`config.mk`:
```
export PLATFORM = sky130hd
export DESIGN_NAME = alu_share_arbiter
export DESIGN_NICKNAME = d
export VERILOG_FILES = /design/src/rtl/alu_share_arbiter.sv
export SDC_FILE = /design/constraint.sdc
export NUM_CORES = 1
export LEC_CHECK = 0
export CORE_AREA = 2 2 113 115
export CTS_BUF_LIST = sky130_fd_sc_hd__clkbuf_8
export CTS_CLUSTER_SIZE = 30
export DETAILED_ROUTE_END_ITERATION = 10
export DIE_AREA = 0 0 115 117
export PLACE_DENSITY = 0.83
export SLEW_MARGIN = 10
export SYNTH_ARGS = -nofsm -noshare
export SYNTH_HDL_FRONTEND = slang
export SYNTH_SLANG_ARGS = --single-unit
```
`constraint.sdc`:
```
create_clock -name clk -period 4.8 [get_ports clk]
set_input_delay 1.2 -clock clk [delete_from_list [all_inputs] [get_ports clk]]
set_output_delay 1.2 -clock clk [all_outputs]
set_load 0.005 [all_outputs]
```
`src/rtl/alu_share_arbiter.sv`:
```
// Purpose: round-robin share of one combinational ALU between the control FSM (req0) and the branch unit (req1).
// Latency: a legal op is accepted -> rsp valid after EXEC_CYCLES+1 cycles; an illegal op -> rsp valid after 1 cycle.
// Backpressure: one op in flight; requests are refused outside IDLE and the response holds until its owner's rsp ready.
module alu_share_arbiter #(
  parameter int WIDTH       = 32,
  parameter int EXEC_CYCLES = 1
) (
  input  logic             clk,
  input  logic             reset_n,
  input  logic             req0_valid,
  input  logic             req1_valid,
  output logic             req0_ready,
  output logic             req1_ready,
  input  logic [3:0]       req0_op,
  input  logic [3:0]       req1_op,
  input  logic [WIDTH-1:0] req0_a,
  input  logic [WIDTH-1:0] req0_b,
  input  logic [WIDTH-1:0] req1_a,
  input  logic [WIDTH-1:0] req1_b,
  output logic             rsp0_valid,
  output logic             rsp1_valid,
  input  logic             rsp0_ready,
  input  logic             rsp1_ready,
  output logic [WIDTH-1:0] rsp_result,
  output logic             rsp_zero,
  output logic             rsp_negative,
  output logic             rsp_overflow,
  output logic             rsp_less_than,
  output logic             rsp_err,
  output logic [WIDTH-1:0] alu_src_a,
  output logic [WIDTH-1:0] alu_src_b,
  output logic [3:0]       alu_control,
  input  logic [WIDTH-1:0] alu_result,
  input  logic             alu_zero,
  input  logic             alu_negative,
  input  logic             alu_overflow,
  input  logic             alu_less_than,
  output logic             busy
);

  typedef enum logic [1:0] {IDLE, EXEC, RESP} state_t;

  localparam logic [3:0] OP_ADD  = 4'b0000;
  localparam logic [3:0] OP_SUB  = 4'b0010;
  localparam logic [3:0] OP_SLT  = 4'b0110;
  localparam logic [3:0] OP_SLTU = 4'b1011;
  localparam logic [3:0] CNT_INIT = 4'(EXEC_CYCLES - 1);

  state_t           state;
  state_t           state_nxt;
  logic             owner;
  logic             last_grant;
  logic [3:0]       cnt;
  logic             grant0;
  logic             grant1;
  logic             accept;
  logic [3:0]       sel_op;
  logic [WIDTH-1:0] sel_a;
  logic [WIDTH-1:0] sel_b;
  logic             sel_legal;
  logic             owner_rsp_ready;

  function automatic logic legal_op(input logic [3:0] op);
    case (op)
      4'b0000, 4'b0010, 4'b0100, 4'b0110, 4'b1000,
      4'b1010, 4'b1011, 4'b1100, 4'b1110, 4'b1111: legal_op = 1'b1;
      default:                                      legal_op = 1'b0;
    endcase
  endfunction

  // Round-robin grant: contention goes to whoever did not win last; only offered in IDLE.
  always_comb begin
    grant0          = (state == IDLE) && req0_valid && (!req1_valid || last_grant);
    grant1          = (state == IDLE) && req1_valid && (!req0_valid || !last_grant);
    accept          = grant0 || grant1;
    sel_op          = grant1 ? req1_op : req0_op;
    sel_a           = grant1 ? req1_a  : req0_a;
    sel_b           = grant1 ? req1_b  : req0_b;
    sel_legal       = legal_op(sel_op);
    owner_rsp_ready = owner ? rsp1_ready : rsp0_ready;
  end

  // State register.
  always_ff @(posedge clk) begin
    if (!reset_n) state <= IDLE;
    else          state <= state_nxt;
  end

  // Next-state: illegal ops skip EXEC and answer with an error straight away.
  always_comb begin
    state_nxt = state;
    case (state)
      IDLE: if (accept)          state_nxt = sel_legal ? EXEC : RESP;
      EXEC: if (cnt == 4'd0)     state_nxt = RESP;
      RESP: if (owner_rsp_ready) state_nxt = IDLE;
      default:                   state_nxt = IDLE;
    endcase
  end

  // Handshake outputs decoded from state and owner.
  always_comb begin
    req0_ready = grant0;
    req1_ready = grant1;
    rsp0_valid = (state == RESP) && !owner;
    rsp1_valid = (state == RESP) && owner;
    busy       = (state != IDLE);
  end

  // Operand latch on accept, settle countdown, and masked result capture.
  always_ff @(posedge clk) begin
    if (!reset_n) begin
      owner         <= 1'b0;
      last_grant    <= 1'b1;
      cnt           <= 4'd0;
      alu_src_a     <= '0;
      alu_src_b     <= '0;
      alu_control   <= OP_ADD;
      rsp_result    <= '0;
      rsp_zero      <= 1'b0;
      rsp_negative  <= 1'b0;
      rsp_overflow  <= 1'b0;
      rsp_less_than <= 1'b0;
      rsp_err       <= 1'b0;
    end else begin
      case (state)
        IDLE: begin
          if (accept) begin
            owner      <= grant1;
            last_grant <= grant1;
            if (sel_legal) begin
              alu_src_a   <= sel_a;
              alu_src_b   <= sel_b;
              alu_control <= sel_op;
              cnt         <= CNT_INIT;
            end else begin
              rsp_result    <= '0;
              rsp_zero      <= 1'b0;
              rsp_negative  <= 1'b0;
              rsp_overflow  <= 1'b0;
              rsp_less_than <= 1'b0;
              rsp_err       <= 1'b1;
            end
          end
        end
        EXEC: begin
          if (cnt == 4'd0) begin
            rsp_result    <= alu_result;
            rsp_zero      <= alu_zero;
            rsp_negative  <= alu_negative;
            // The ALU only defines these flags for the ops that produce them.
            rsp_overflow  <= alu_overflow &&
                             ((alu_control == OP_ADD) || (alu_control == OP_SUB));
            rsp_less_than <= alu_less_than &&
                             ((alu_control == OP_SLT) || (alu_control == OP_SLTU));
            rsp_err       <= 1'b0;
          end else begin
            cnt <= cnt - 4'd1;
          end
        end
        default: ;
      endcase
    end
  end

endmodule
```
# Word level (Yosys, flattened, before mapping)
# Memories as Yosys holds them, arrays and structs flattened.
# Index checks and enable logic that the tools add are counted.
dict set report totals {
  register_bits 113
  rom_bits 16
  inputBits 178
  out_inout_bits 110
  wordCells 84
  n_memories 1
}
# name words word_bits rd rd_ports_with_merged_regs wr line_no
set memory_table {}
lappend memory_table {{(no name shown)} 16 1 1 0 0 64} ;# case (op)
dict set report classes {
  addsub 1
  eq_ne 11
  mux 31
  reduce_logical 27
}
# operator count
set ops {}
lappend ops {{2-to-1 mux 32 bit} 5}
lappend ops {{case mux 32 bit (2 select lines)} 1}
lappend ops {{2-to-1 mux 4 bit} 4}
lappend ops {{inequality test 2 bit (second input constant)} 6}
lappend ops {{2-to-1 mux 1 bit} 10}
lappend ops {{case mux 1 bit (2 select lines)} 5}
lappend ops {{logical AND 1 bit} 8}
lappend ops {{logical NOT 4 bit} 2}
lappend ops {{2-to-1 mux 2 bit} 4}
lappend ops {{case mux 4 bit (2 select lines)} 1}
lappend ops {{AND reduction 4 bit} 2}
lappend ops {{case mux 2 bit (3 select lines)} 1}
lappend ops {{AND reduction 3 bit} 2}
lappend ops {{logical OR 1 bit} 5}
lappend ops {{equality test 4 x 2 -> 1 bit (second input constant)} 1}
lappend ops {{equality test 4 x 3 -> 1 bit (second input constant)} 1}
lappend ops {{equality test 4 bit (second input constant)} 1}
lappend ops {{logical NOT 1 bit} 4}
lappend ops {{nonzero test 2 bit} 2}
lappend ops {{subtractor 4 x 1 -> 4 bit (second input constant)} 1}
lappend ops {{equality test 2 x 1 -> 1 bit (second input constant)} 1}
lappend ops {{equality test 2 bit (second input constant)} 1}
lappend ops {{logical NOT 2 bit} 1}
lappend ops {{AND reduction 2 bit} 1}

# Depth between registers and ports, before layout
# An unclocked memory read counts as a cell.
dict set report logic_depth {
  depth_word 8
  depth_mapped 8
  depth_no_buf 6
}

# Worst setup path before layout
# Ideal clock, no wire load.
dict set report synth_path {
  path_type {input port to output port}
  startpoint {in req1_valid}
  endpoint {out req1_ready}
  arrival_ns 2.000
  required_time_ns 3.600
  setup_slack_ns 1.600
  path_stages 4
  path_cell_list {a21boi_1 nand2_1 inv_2 buf_2}
}
dict set report synth_between {
  elab_chain_cells 2
}
# item line_no
set synth_rtl {}
lappend synth_rtl {{from (decl)} 11} ;# input logic req1_valid,
lappend synth_rtl {{logical AND 1 bit (2 in a row)} 74} ;# grant1 = (state == IDLE) && req1_valid && (!req0_valid || !last_grant);
lappend synth_rtl {{to (decl)} 13} ;# output logic req1_ready,
# Every way passes these cells.

# Worst setup path after layout
# Ends and elaborated chain as after synthesis.

==> run summary <==
Largest family of logic cells by synthesized area = simple AND/OR/NAND/NOR gates
Most frequent cells in the layout = clkdlybuf4s50_1 (287), nand2_1 (143), dfxtp_1 (113), nor3_1 (69), a311oi_1 (68)
Synth top area share = 47.6%
Post-synthesis register bit count = 113
DIE WIDTH = 115 um
First-pass GRT wire length = 25700 um
Clock power frac = 31.4%
CP Launch Type = input port
WHS = 0.473 ns
Post-Syn Instances = 542
Worst path max stage delay = 0.55 ns
Total net switching power = 900 uW
Via count = 5299
Worst path top cell family by delay = buffers and inverters
Die ar. = 13500 sq um
Resized cells post-CTS = 0
Worst slew pin tran = 0.941 ns
Final WL = 16500 um
Outcome = completed
GRT Total Usage = 24.0%
Clock Pin Slew Worst Setup and Hold Paths = 0.07 ns
Area contributors post-synth = dfxtp_1 (48%), a311oi_1 (13%), nand2_1 (11%)
Max Cap Violations = 0
CP Max Fanout = 5
Area leader, netlist = dfxtp_1
Post-CTS Setup Inserts = 0
Global route total overflow = 0
Int Pwr = 2.10 mW
Min Tclk post-route = 4.07 ns
Top FF cell, synth = dfxtp_1
Starting Density = 38.6%
Vias in the first global route = 5082
DR iter-0 viols = 254
Sequential share of power = 38.4%
TritonCTS Sinks = 113
Crit path max-delay cell type = clkdlybuf4s50_1
Adder-cell share of the synthesized area = 0.526%
Highest Clock Rate = 0.246 GHz
TritonCTS clock tree = done
RSZ-0062 raised after global routing = no
EDFF count, synth = 0
CP endpoint kind = output pin
Core region area = 12300 sq um
Clock root cell = clkbuf_8
CP bufs+invs = 3
Crit path kind = input port to output pin
Switching portion of total power = 30.0%
Critical path required time = 3.60 ns
CTS Buf Count = 17
N_diodes = 0
Unique masters post-synth = 41
Leak = 3.00 nW
Pre-antenna DRT Iters = 5
Final HPWL DP = 11600 um
Total Power = 3.00 mW
Top cell by count, worst path = clkdlybuf4s50_1
Initial antenna violation count = 0
Multiplexer area fraction after synthesis = 0.842%
Combinational fraction of design power = 30.2%
Site Rows = 41
Sequential-to-total area share from yosys stat = 47.6%
Routability congestion estimate = 0.806
Critical path cell sequence = clkdlybuf4s50_1, a21boi_1, nand2_2, inv_2, clkdlybuf4s50_1
Relative slew slack = 37.3%
CTS Hold Bufs = 0
Pin count of the biggest net entering global routing = 71
Commonest non-fill, non-tap cell in the layout = clkdlybuf4s50_1
Final hold violation count = 0
Layout cells sized above 1 = 6.36%
Clock Latency Late Sink = 0.43 ns
Hold WC Path Type = register to register
CTS max path bufs = 2
Die span in y = 117 um
TNS Setup = 0 ns
Max Slew Vio Count = 0
# setup viols final = 0
Nets = 985
Final Cycle Share = 84.8%
Final Skew = 0.0123 ns
Synth Area in Simple Gates = 23.0%
Ys async rst share = 0%
H-tree depth = 4
Residual DRC count = 0
Via density = 5.47
Area of the mapped netlist = 4760 sq um
Wire per inst = 17.1 um
WP data arrival = 2.87 ns
Ports = 288
Area delta synth->final = 69.8%
Compound-Gate Fraction of Synth Area = 22.6%
Ys Warns = 0
PwrDens = 371 nW/um^2
VDD IR max = 0.000158 V
Final ANT Viol Nets = 0
Post-Syn Area per Cell = 8.77 sq um
Synthesized Nets = 722
Synth Area in XOR/XNOR = 0%
# port buffers = 287
cell type report:
| type | instances | area, sq um |
|---|---|---|
| Sequential cell | 113 | 2260 |
| Timing Repair Buffer | 295 | 2930 |
| Multi-Input combinational cell | 372 | 2250 |
| Clock buffer | 17 | 234 |
| Fill cell | 994 | 4240 |
| Inverter | 6 | 22.5 |
| Tap cell | 150 | 188 |
| Clock inverter | 15 | 184 |
layer usage:
metal  wire length (um)  share of wire, %  vias to the layer above  track usage [%]
li1                   -                 -                     2528                -
met1               6580                40                     2484             28.2
met4                359               2.2                        0             10.1
met2               8130                49                      257             40.7
met3               1460               8.8                       30             7.78
met5                  0                 0                        -                0
flip-flops by register name, summed over array words and instances, names as in the netlist:
name           cells
cnt                4
rsp_less_than      1
rsp_overflow       1
rsp_zero           1
alu_src_b         32
owner              1
state              2
rsp_result        32
rsp_err            1
last_grant         1
alu_src_a         32
rsp_negative       1
alu_control        4
cells in the mapped netlist, types with 2 or more instances:
library cell and n:
o21ai_0 4, o2bb2ai_1 2, buf_2 22, nor3b_1 2
nor3_1 69, nor2_1 4, a21oi_1 4, nand2_1 144
mux2i_1 4, ha_1 2, nand2b_1 2, dfxtp_1 113
a21boi_0 2, inv_2 3, buf_4 5, and2_1 2
a311oi_1 68, a31oi_1 2, and3b_1 3, nor2b_1 5
clkbuf_1 24, inv_1 3, a22o_1 35
logic make-up (layout without fill, tap and decap cells):
kind of cell,after synthesis,in the layout
and+or+nand+nor,241,241
AOI/OAI and AO/OA,125,125
DFF,113,113
buffers and inverters,57,333
muxes,4,4
adders and majority gates,2,2
power groups by stage:
stage	logic (mW)	registers, mW	clock network [mW]
after global routing	0.983	1.17	1.00
after global placement	0.885	1.16	0
after CTS	0.908	1.15	0.957
after detailed placement	0.903	1.17	0
final	0.905	1.15	0.940
after floorplan	0.403	1.17	0
stage by stage:
step,util (%),worst slack (ns),instance area [sq um],cells
6_report,65.6,0.729,8080,968
3_3_place_gp,62.2,0.765,7660,936
5_1_grt,65.6,0.677,8080,968
3_5_place_dp,62.2,0.743,7660,936
2_1_floorplan,-,1.60,4760,542
4_1_cts,65.6,0.736,8080,968
path summary, 6_finish.rpt:
path / start / to / slack (ns) / cells after the start
worst max-delay path: req1_valid / req1_ready / 0.73 / 5
worst min-delay path: rsp_less_than / rsp_less_than / 0.47 / 1
worst max register to register: state[1] / alu_src_b[17] / 2.39 / 6
worst min register to register: rsp_less_than / rsp_less_than / 0.47 / 1
No activity file was read; power rests on OpenSTA's default activity.
